## config.mk

```make
export PLATFORM = sky130hd
export DESIGN_NAME = tlul_sram_responder
export DESIGN_NICKNAME = d
export VERILOG_FILES = /design/src/rtl/tlul_sram_responder.sv
export SDC_FILE = /design/constraint.sdc
export NUM_CORES = 1
export LEC_CHECK = 0
export ABC_AREA = 1
export CAP_MARGIN = 30
export CORE_MARGIN = 4
export CORE_UTILIZATION = 60
export CTS_CLUSTER_DIAMETER = 80
export CTS_CLUSTER_SIZE = 30
export DETAILED_ROUTE_END_ITERATION = 16
export PLACE_DENSITY = 0.79
export SYNTH_ARGS = -nofsm -noshare
export SYNTH_HDL_FRONTEND = slang
export SYNTH_SLANG_ARGS = --single-unit
```

## constraint.sdc

```tcl
create_clock -name clk_24 -period 2.2 [get_ports clk_24]
set_clock_uncertainty 0.15 [all_clocks]
set_input_delay 0.44 -clock clk_24 [delete_from_list [all_inputs] [get_ports clk_24]]
set_output_delay 0.44 -clock clk_24 [all_outputs]
set_load 0.03 [all_outputs]
```

## src/rtl/tlul_sram_responder.sv

```systemverilog
// tlul_sram_responder: TL-UL slave endpoint backed by a small word-addressed
// register memory. Handles Get / PutFullData / PutPartialData with a single
// outstanding transaction and returns AccessAck / AccessAckData.
// Optional feature macro: TLUL_RESP_LATENCY_EN adds a WAIT state that delays
// the D-channel response by RESP_LATENCY extra cycles.
module tlul_sram_responder #(
    parameter int                    ADDR_WIDTH   = 32,
    parameter int                    DATA_WIDTH   = 32,
    localparam int                   MASK_WIDTH   = DATA_WIDTH / 8,
    parameter int                    OPCODE_WIDTH = 3,
    parameter int                    PARAM_WIDTH  = 3,
    parameter int                    SIZE_WIDTH   = 3,
    parameter int                    DEPTH        = 16,
    parameter logic [ADDR_WIDTH-1:0] BASE_ADDR    = 32'h0000_1000,
    parameter int                    RESP_LATENCY = 2
) (
    input  logic                    clk_24,
    input  logic                    reset_n,
    input  logic                    a_valid,
    output logic                    a_ready,
    input  logic [OPCODE_WIDTH-1:0] a_opcode,
    input  logic [PARAM_WIDTH-1:0]  a_param,
    input  logic [SIZE_WIDTH-1:0]   a_size,
    input  logic                    a_source,
    input  logic [ADDR_WIDTH-1:0]   a_address,
    input  logic [MASK_WIDTH-1:0]   a_mask,
    input  logic [DATA_WIDTH-1:0]   a_data,
    output logic                    d_valid,
    input  logic                    d_ready,
    output logic [OPCODE_WIDTH-1:0] d_opcode,
    output logic [PARAM_WIDTH-1:0]  d_param,
    output logic [SIZE_WIDTH-1:0]   d_size,
    output logic                    d_source,
    output logic                    d_sink,
    output logic [DATA_WIDTH-1:0]   d_data,
    output logic                    d_error
);

    localparam int LANE_SHIFT = $clog2(MASK_WIDTH);
    localparam int IDX_W      = $clog2(DEPTH);

    localparam logic [OPCODE_WIDTH-1:0] OP_PUT_FULL = OPCODE_WIDTH'(0);
    localparam logic [OPCODE_WIDTH-1:0] OP_PUT_PART = OPCODE_WIDTH'(1);
    localparam logic [OPCODE_WIDTH-1:0] OP_GET      = OPCODE_WIDTH'(4);
    localparam logic [OPCODE_WIDTH-1:0] D_ACK       = OPCODE_WIDTH'(0);
    localparam logic [OPCODE_WIDTH-1:0] D_ACK_DATA  = OPCODE_WIDTH'(1);

    // One past the last mapped byte; one extra bit so the limit cannot wrap.
    localparam logic [ADDR_WIDTH:0] END_ADDR =
        {1'b0, BASE_ADDR} + (ADDR_WIDTH + 1)'(DEPTH * MASK_WIDTH);

`ifdef TLUL_RESP_LATENCY_EN
    localparam int CNT_W = (RESP_LATENCY > 0) ? $clog2(RESP_LATENCY + 1) : 1;
    typedef enum logic [1:0] {IDLE, WAIT, RESP} state_t;
    logic [CNT_W-1:0] cnt_q, cnt_d;
`else
    typedef enum logic {IDLE, RESP} state_t;
`endif

    state_t state_q, state_d;

    logic [DATA_WIDTH-1:0] mem [DEPTH];

    logic                  accept;
    logic                  is_get;
    logic                  op_err;
    logic                  size_err;
    logic                  align_err;
    logic                  range_err;
    logic                  acc_err;
    logic [ADDR_WIDTH-1:0] align_mask;
    logic [ADDR_WIDTH-1:0] offset;
    logic [IDX_W-1:0]      word_idx;
    logic                  unused_ok;

    assign a_ready = (state_q == IDLE);
    assign d_valid = (state_q == RESP);
    assign d_param = '0;
    assign d_sink  = 1'b0;

    assign accept = a_valid && a_ready;
    assign is_get = (a_opcode == OP_GET);

    // Request decode: legality of opcode, size, alignment and address window.
    assign op_err     = !(a_opcode == OP_PUT_FULL || a_opcode == OP_PUT_PART || is_get);
    assign size_err   = (a_size > SIZE_WIDTH'(LANE_SHIFT));
    assign align_mask = (ADDR_WIDTH'(1) << a_size) - ADDR_WIDTH'(1);
    assign align_err  = |(a_address & align_mask);
    assign range_err  = (a_address < BASE_ADDR) || ({1'b0, a_address} >= END_ADDR);
    assign acc_err    = op_err || size_err || align_err || range_err;

    assign offset   = a_address - BASE_ADDR;
    assign word_idx = offset[LANE_SHIFT +: IDX_W];

`ifdef TLUL_RESP_LATENCY_EN
    assign unused_ok = ^{a_param, offset};
`else
    assign unused_ok = ^{a_param, offset, 1'(RESP_LATENCY)};
`endif

    // State register (and latency counter when enabled).
    always_ff @(posedge clk_24 or negedge reset_n) begin
        if (!reset_n) begin
            state_q <= IDLE;
`ifdef TLUL_RESP_LATENCY_EN
            cnt_q   <= '0;
`endif
        end else begin
            state_q <= state_d;
`ifdef TLUL_RESP_LATENCY_EN
            cnt_q   <= cnt_d;
`endif
        end
    end

    // Next-state logic: accept in IDLE, optional delay in WAIT, handshake in RESP.
    always_comb begin
        state_d = state_q;
`ifdef TLUL_RESP_LATENCY_EN
        cnt_d   = cnt_q;
`endif
        case (state_q)
            IDLE: begin
                if (a_valid) begin
`ifdef TLUL_RESP_LATENCY_EN
                    if (RESP_LATENCY == 0) begin
                        state_d = RESP;
                    end else begin
                        state_d = WAIT;
                        cnt_d   = CNT_W'(RESP_LATENCY);
                    end
`else
                    state_d = RESP;
`endif
                end
            end
`ifdef TLUL_RESP_LATENCY_EN
            WAIT: begin
                // The count reaching zero coincides with entering RESP.
                cnt_d = cnt_q - CNT_W'(1);
                if (cnt_q == CNT_W'(1)) begin
                    state_d = RESP;
                end
            end
`endif
            RESP: begin
                if (d_ready) begin
                    state_d = IDLE;
                end
            end
            default: state_d = IDLE;
        endcase
    end

    // Response payload is captured at accept and held until the handshake.
    always_ff @(posedge clk_24 or negedge reset_n) begin
        if (!reset_n) begin
            d_opcode <= '0;
            d_size   <= '0;
            d_source <= 1'b0;
            d_data   <= '0;
            d_error  <= 1'b0;
        end else if (accept) begin
            d_opcode <= is_get ? D_ACK_DATA : D_ACK;
            d_size   <= a_size;
            d_source <= a_source;
            d_error  <= acc_err;
            d_data   <= (is_get && !acc_err) ? mem[word_idx] : '0;
        end
    end

    // Memory: cleared on reset, byte-lane writes for legal Puts at accept.
    always_ff @(posedge clk_24 or negedge reset_n) begin
        if (!reset_n) begin
            for (int w = 0; w < DEPTH; w++) begin
                mem[w] <= '0;
            end
        end else if (accept && !acc_err && !is_get) begin
            for (int i = 0; i < MASK_WIDTH; i++) begin
                if (a_mask[i]) begin
                    mem[word_idx][8*i +: 8] <= a_data[8*i +: 8];
                end
            end
        end
    end

endmodule

```

==> reports/metrics.cfg <==
[run]
cap_violations=0

[drt]
via_per_inst=6.13
drtIter0Drc=3450
routed_wl_um=89000
vias=27200
drc=0
antenna_left=0
drt_pass1_iterations=6
avgRoutedWirePerCell_um=20.0

[synthesis]
synth_fa_ha_area_frac=0.000437
synth-simple-area-share=0.430
yosysMostFrequentCell=nand2_1
synth_xor_area_frac=0
synth-main-ff-cell=dfrtp_1
muxShareOfSynthArea=0
synth_top_family_by_area=simple AND/OR/NAND/NOR gates
yosys_register_bits=551
yosys-top-cells-area=dfrtp_1, nand2_1, nand4_1
synthTopCellsByCount=nand2_1, nor2_1, dfrtp_1, nand4_1, clkbuf_1
synth_area_um2=28600
synth_seq_area_share=0.482
synth_compound_area_frac=0.0212
synthArstFlopShare=1.00
syn_avg_cell_area_um2=7.85
synth_enable_flop_cells=0
yosysTopAreaCellShare=0.482
synth_top_area_cell=dfrtp_1
syn_inst=3648
yosysWarnings=0
synthDistinctLibCells=24

[cts]
clock_tree.htree_level_count=1
numCtsBuffers=30
cts_tree=yes
cts_sinks=551
cts_buffer_depth=3
path_clk_slew_ps=100
clk_latency_ps=630
cts_root_buf=clkbuf_16

[global_routing]
grt_pass1_vias=26600
antenna_found_initial=0
grt_max_degree=77
grt_pass1_wl_um=141000
overflow=0
grt_usage=0.341

[placed_design]
gp_congestion=0.921
place_area_um2=32300
port_buffers=118
post-place-cells=4376
dpl.hpwl_um=59000

[critical_path]
worstPathArrival_ps=2550
critPathMostFrequentCell=nand2_1
cp_slowest_stage_delay_ps=680
path_max_fanout=21
worstPathRequired_ps=2610
crit_path_end_kind=flop
worstSetupPathType=input pin to flop
start_kind=input pin
crit_slowest_cell=clkdlybuf4s50_1
cp_top_family=buffers and inverters
path_buf_inv=3
path_cells=clkdlybuf4s50_1 > nor2_2 > inv_4 > buf_12 > o22ai_1 > o21ai_0 > nand2_1 > nor2_1 > nand2_1 > nand2_1

[power_and_ir_drop]
power.leakage_nw=18.3
power_density_nw_per_um2=579
ir_drop_uv=620

[sta]
finalCritPeriodShare=0.970
rsz0062_at_grt=true
post-route-min-period_ps=2130
tightest_slew_ps=603
slew_violations=0
slew_headroom=0.598
setup_viol=0
hold_viol=0
max_freq_ghz=0.469

[layout]
nNetsFinal=3895
fin_util=0.718
multiInputGateArea_um2=13200
area.growth.synth_to_final_pct=17.6
num_antenna_cells=0
layout-drive-gt1-share=0.144
finalInstanceArea_um2=33700
ff_latch_area_um2=13800
layout.cells.non_filler=4442
fillers=3549

[run_status]
outcome=completed

[floorplanning]
rows=79
die_area_um2=51300
start_util=0.611
pin_count=128
fp.dieW_um=226
fp.coreArea_um2=46900
fp.dieH_um=226

[hold_path]
hp-class=input pin to flop

-- timing repair --
action | 4_1_cts | 5_1_grt
pin swaps | 9 | 10
cloned | 2 | 3
setup buffers | 3 | 5
endpoints found under the setup margin | 564 | 512
hold endpoints to repair | 178 | 0
resized for setup | 51 | 82
hold buffers | 1 | 0
-- power by group --
| group | internal (mW) | switching, mW |
|---|---|---|
| Clock | 2.94 | 3.92 |
| Sequential | 10.1 | 0.00905 |
| Combinational | 0.800 | 1.69 |
| Total | 13.9 | 5.62 |
-- cell type report --
| type | instances | area share |
|---|---|---|
| clock buffers | 31 | 0.0230 |
| inverters | 26 | 0.00312 |
| well taps | 607 | 0.0226 |
| multi-input cells | 2749 | 0.391 |
| flip-flops and latches | 551 | 0.410 |
| repair buffers | 454 | 0.141 |
| clock inverters | 24 | 0.00922 |
-- worst min-delay path: stages --
cell	delay [ps]
clkbuf_2	100
buf_4	100
nand2_1	50
nand2_1	50
-- cells by family (layout without fill, tap and decap cells) --
logic type | Yosys count | in the layout
flip-flops | 551 | 551
other | 1 | 6
AO/OA/AOI/OAI | 103 | 103
buffers and inverters | 353 | 535
AND/OR/NAND/NOR | 2639 | 2639
adder cells (fa/ha/maj) | 1 | 1
-- per-stage QoR --
| stage | hold WS, ps | TNS (ps) | power, mW | worst slack [ps] |
|---|---|---|---|---|
| after global placement | 222 | -418770 | 12.8 | -845 |
| after detailed placement | 221 | -407000 | 12.8 | -851 |
| final | 4.04 | 0 | 19.5 | 66.1 |
| after floorplan | -5.59 | 0 | 11.5 | 8.98 |
| after CTS | 43.2 | 0 | 19.5 | 0.547 |
| after global routing | 26.2 | -2840 | 20.1 | -64.7 |
-- state kept, by name (all words and copies together) (netlist names) --
name      cells
mem         512
d_source      1
d_data       32
d_error       1
d_size        3
d_valid       1
d_opcode      1
-- cell usage in the layout (no fill, tap or decap), types with 5 or more instances in the layout --
cell type,n
buf_6,16
a22oi_1,6
nand4_1,525
nand2_2,65
inv_6,5
buf_4,240
buf_12,81
dlygate4sd2_1,40
nor2_8,6
nor2_2,7
dfrtp_1,551
nand2_1,1345
inv_2,7
nor2_4,13
inv_12,5
nor2_1,620
clkbuf_16,33
nand4_4,51
o22ai_1,62
o21ai_0,35
clkdlybuf4s50_1,70
inv_1,16
conb_1,6
-- routing by layer --
layer  track usage  vias to the layer above  wire (um)
li1              -                    12400          -
met1         0.469                    12900      35000
met5             0                        -          0
met2         0.541                     1605      40500
met3        0.0590                      322       9160
met4         0.144                        0       4250
-- worst paths after layout --
kind | startpoint | end | slack (ps) | cells past startpoint
hold reg to reg | d_data[1] | d_data[1] | 330 | 2
max in group asynchronous | reset_n | mem[152] | 910 | 4
min in group asynchronous | reset_n | mem[35] | 170 | 2
setup / recovery | a_address[3] | d_data[21] | 70 | 10
setup reg to reg | d_valid | mem[326] | 80 | 12
hold / removal | a_size[0] | d_size[0] | 4 | 4
(Power assumes the default switching activity.)
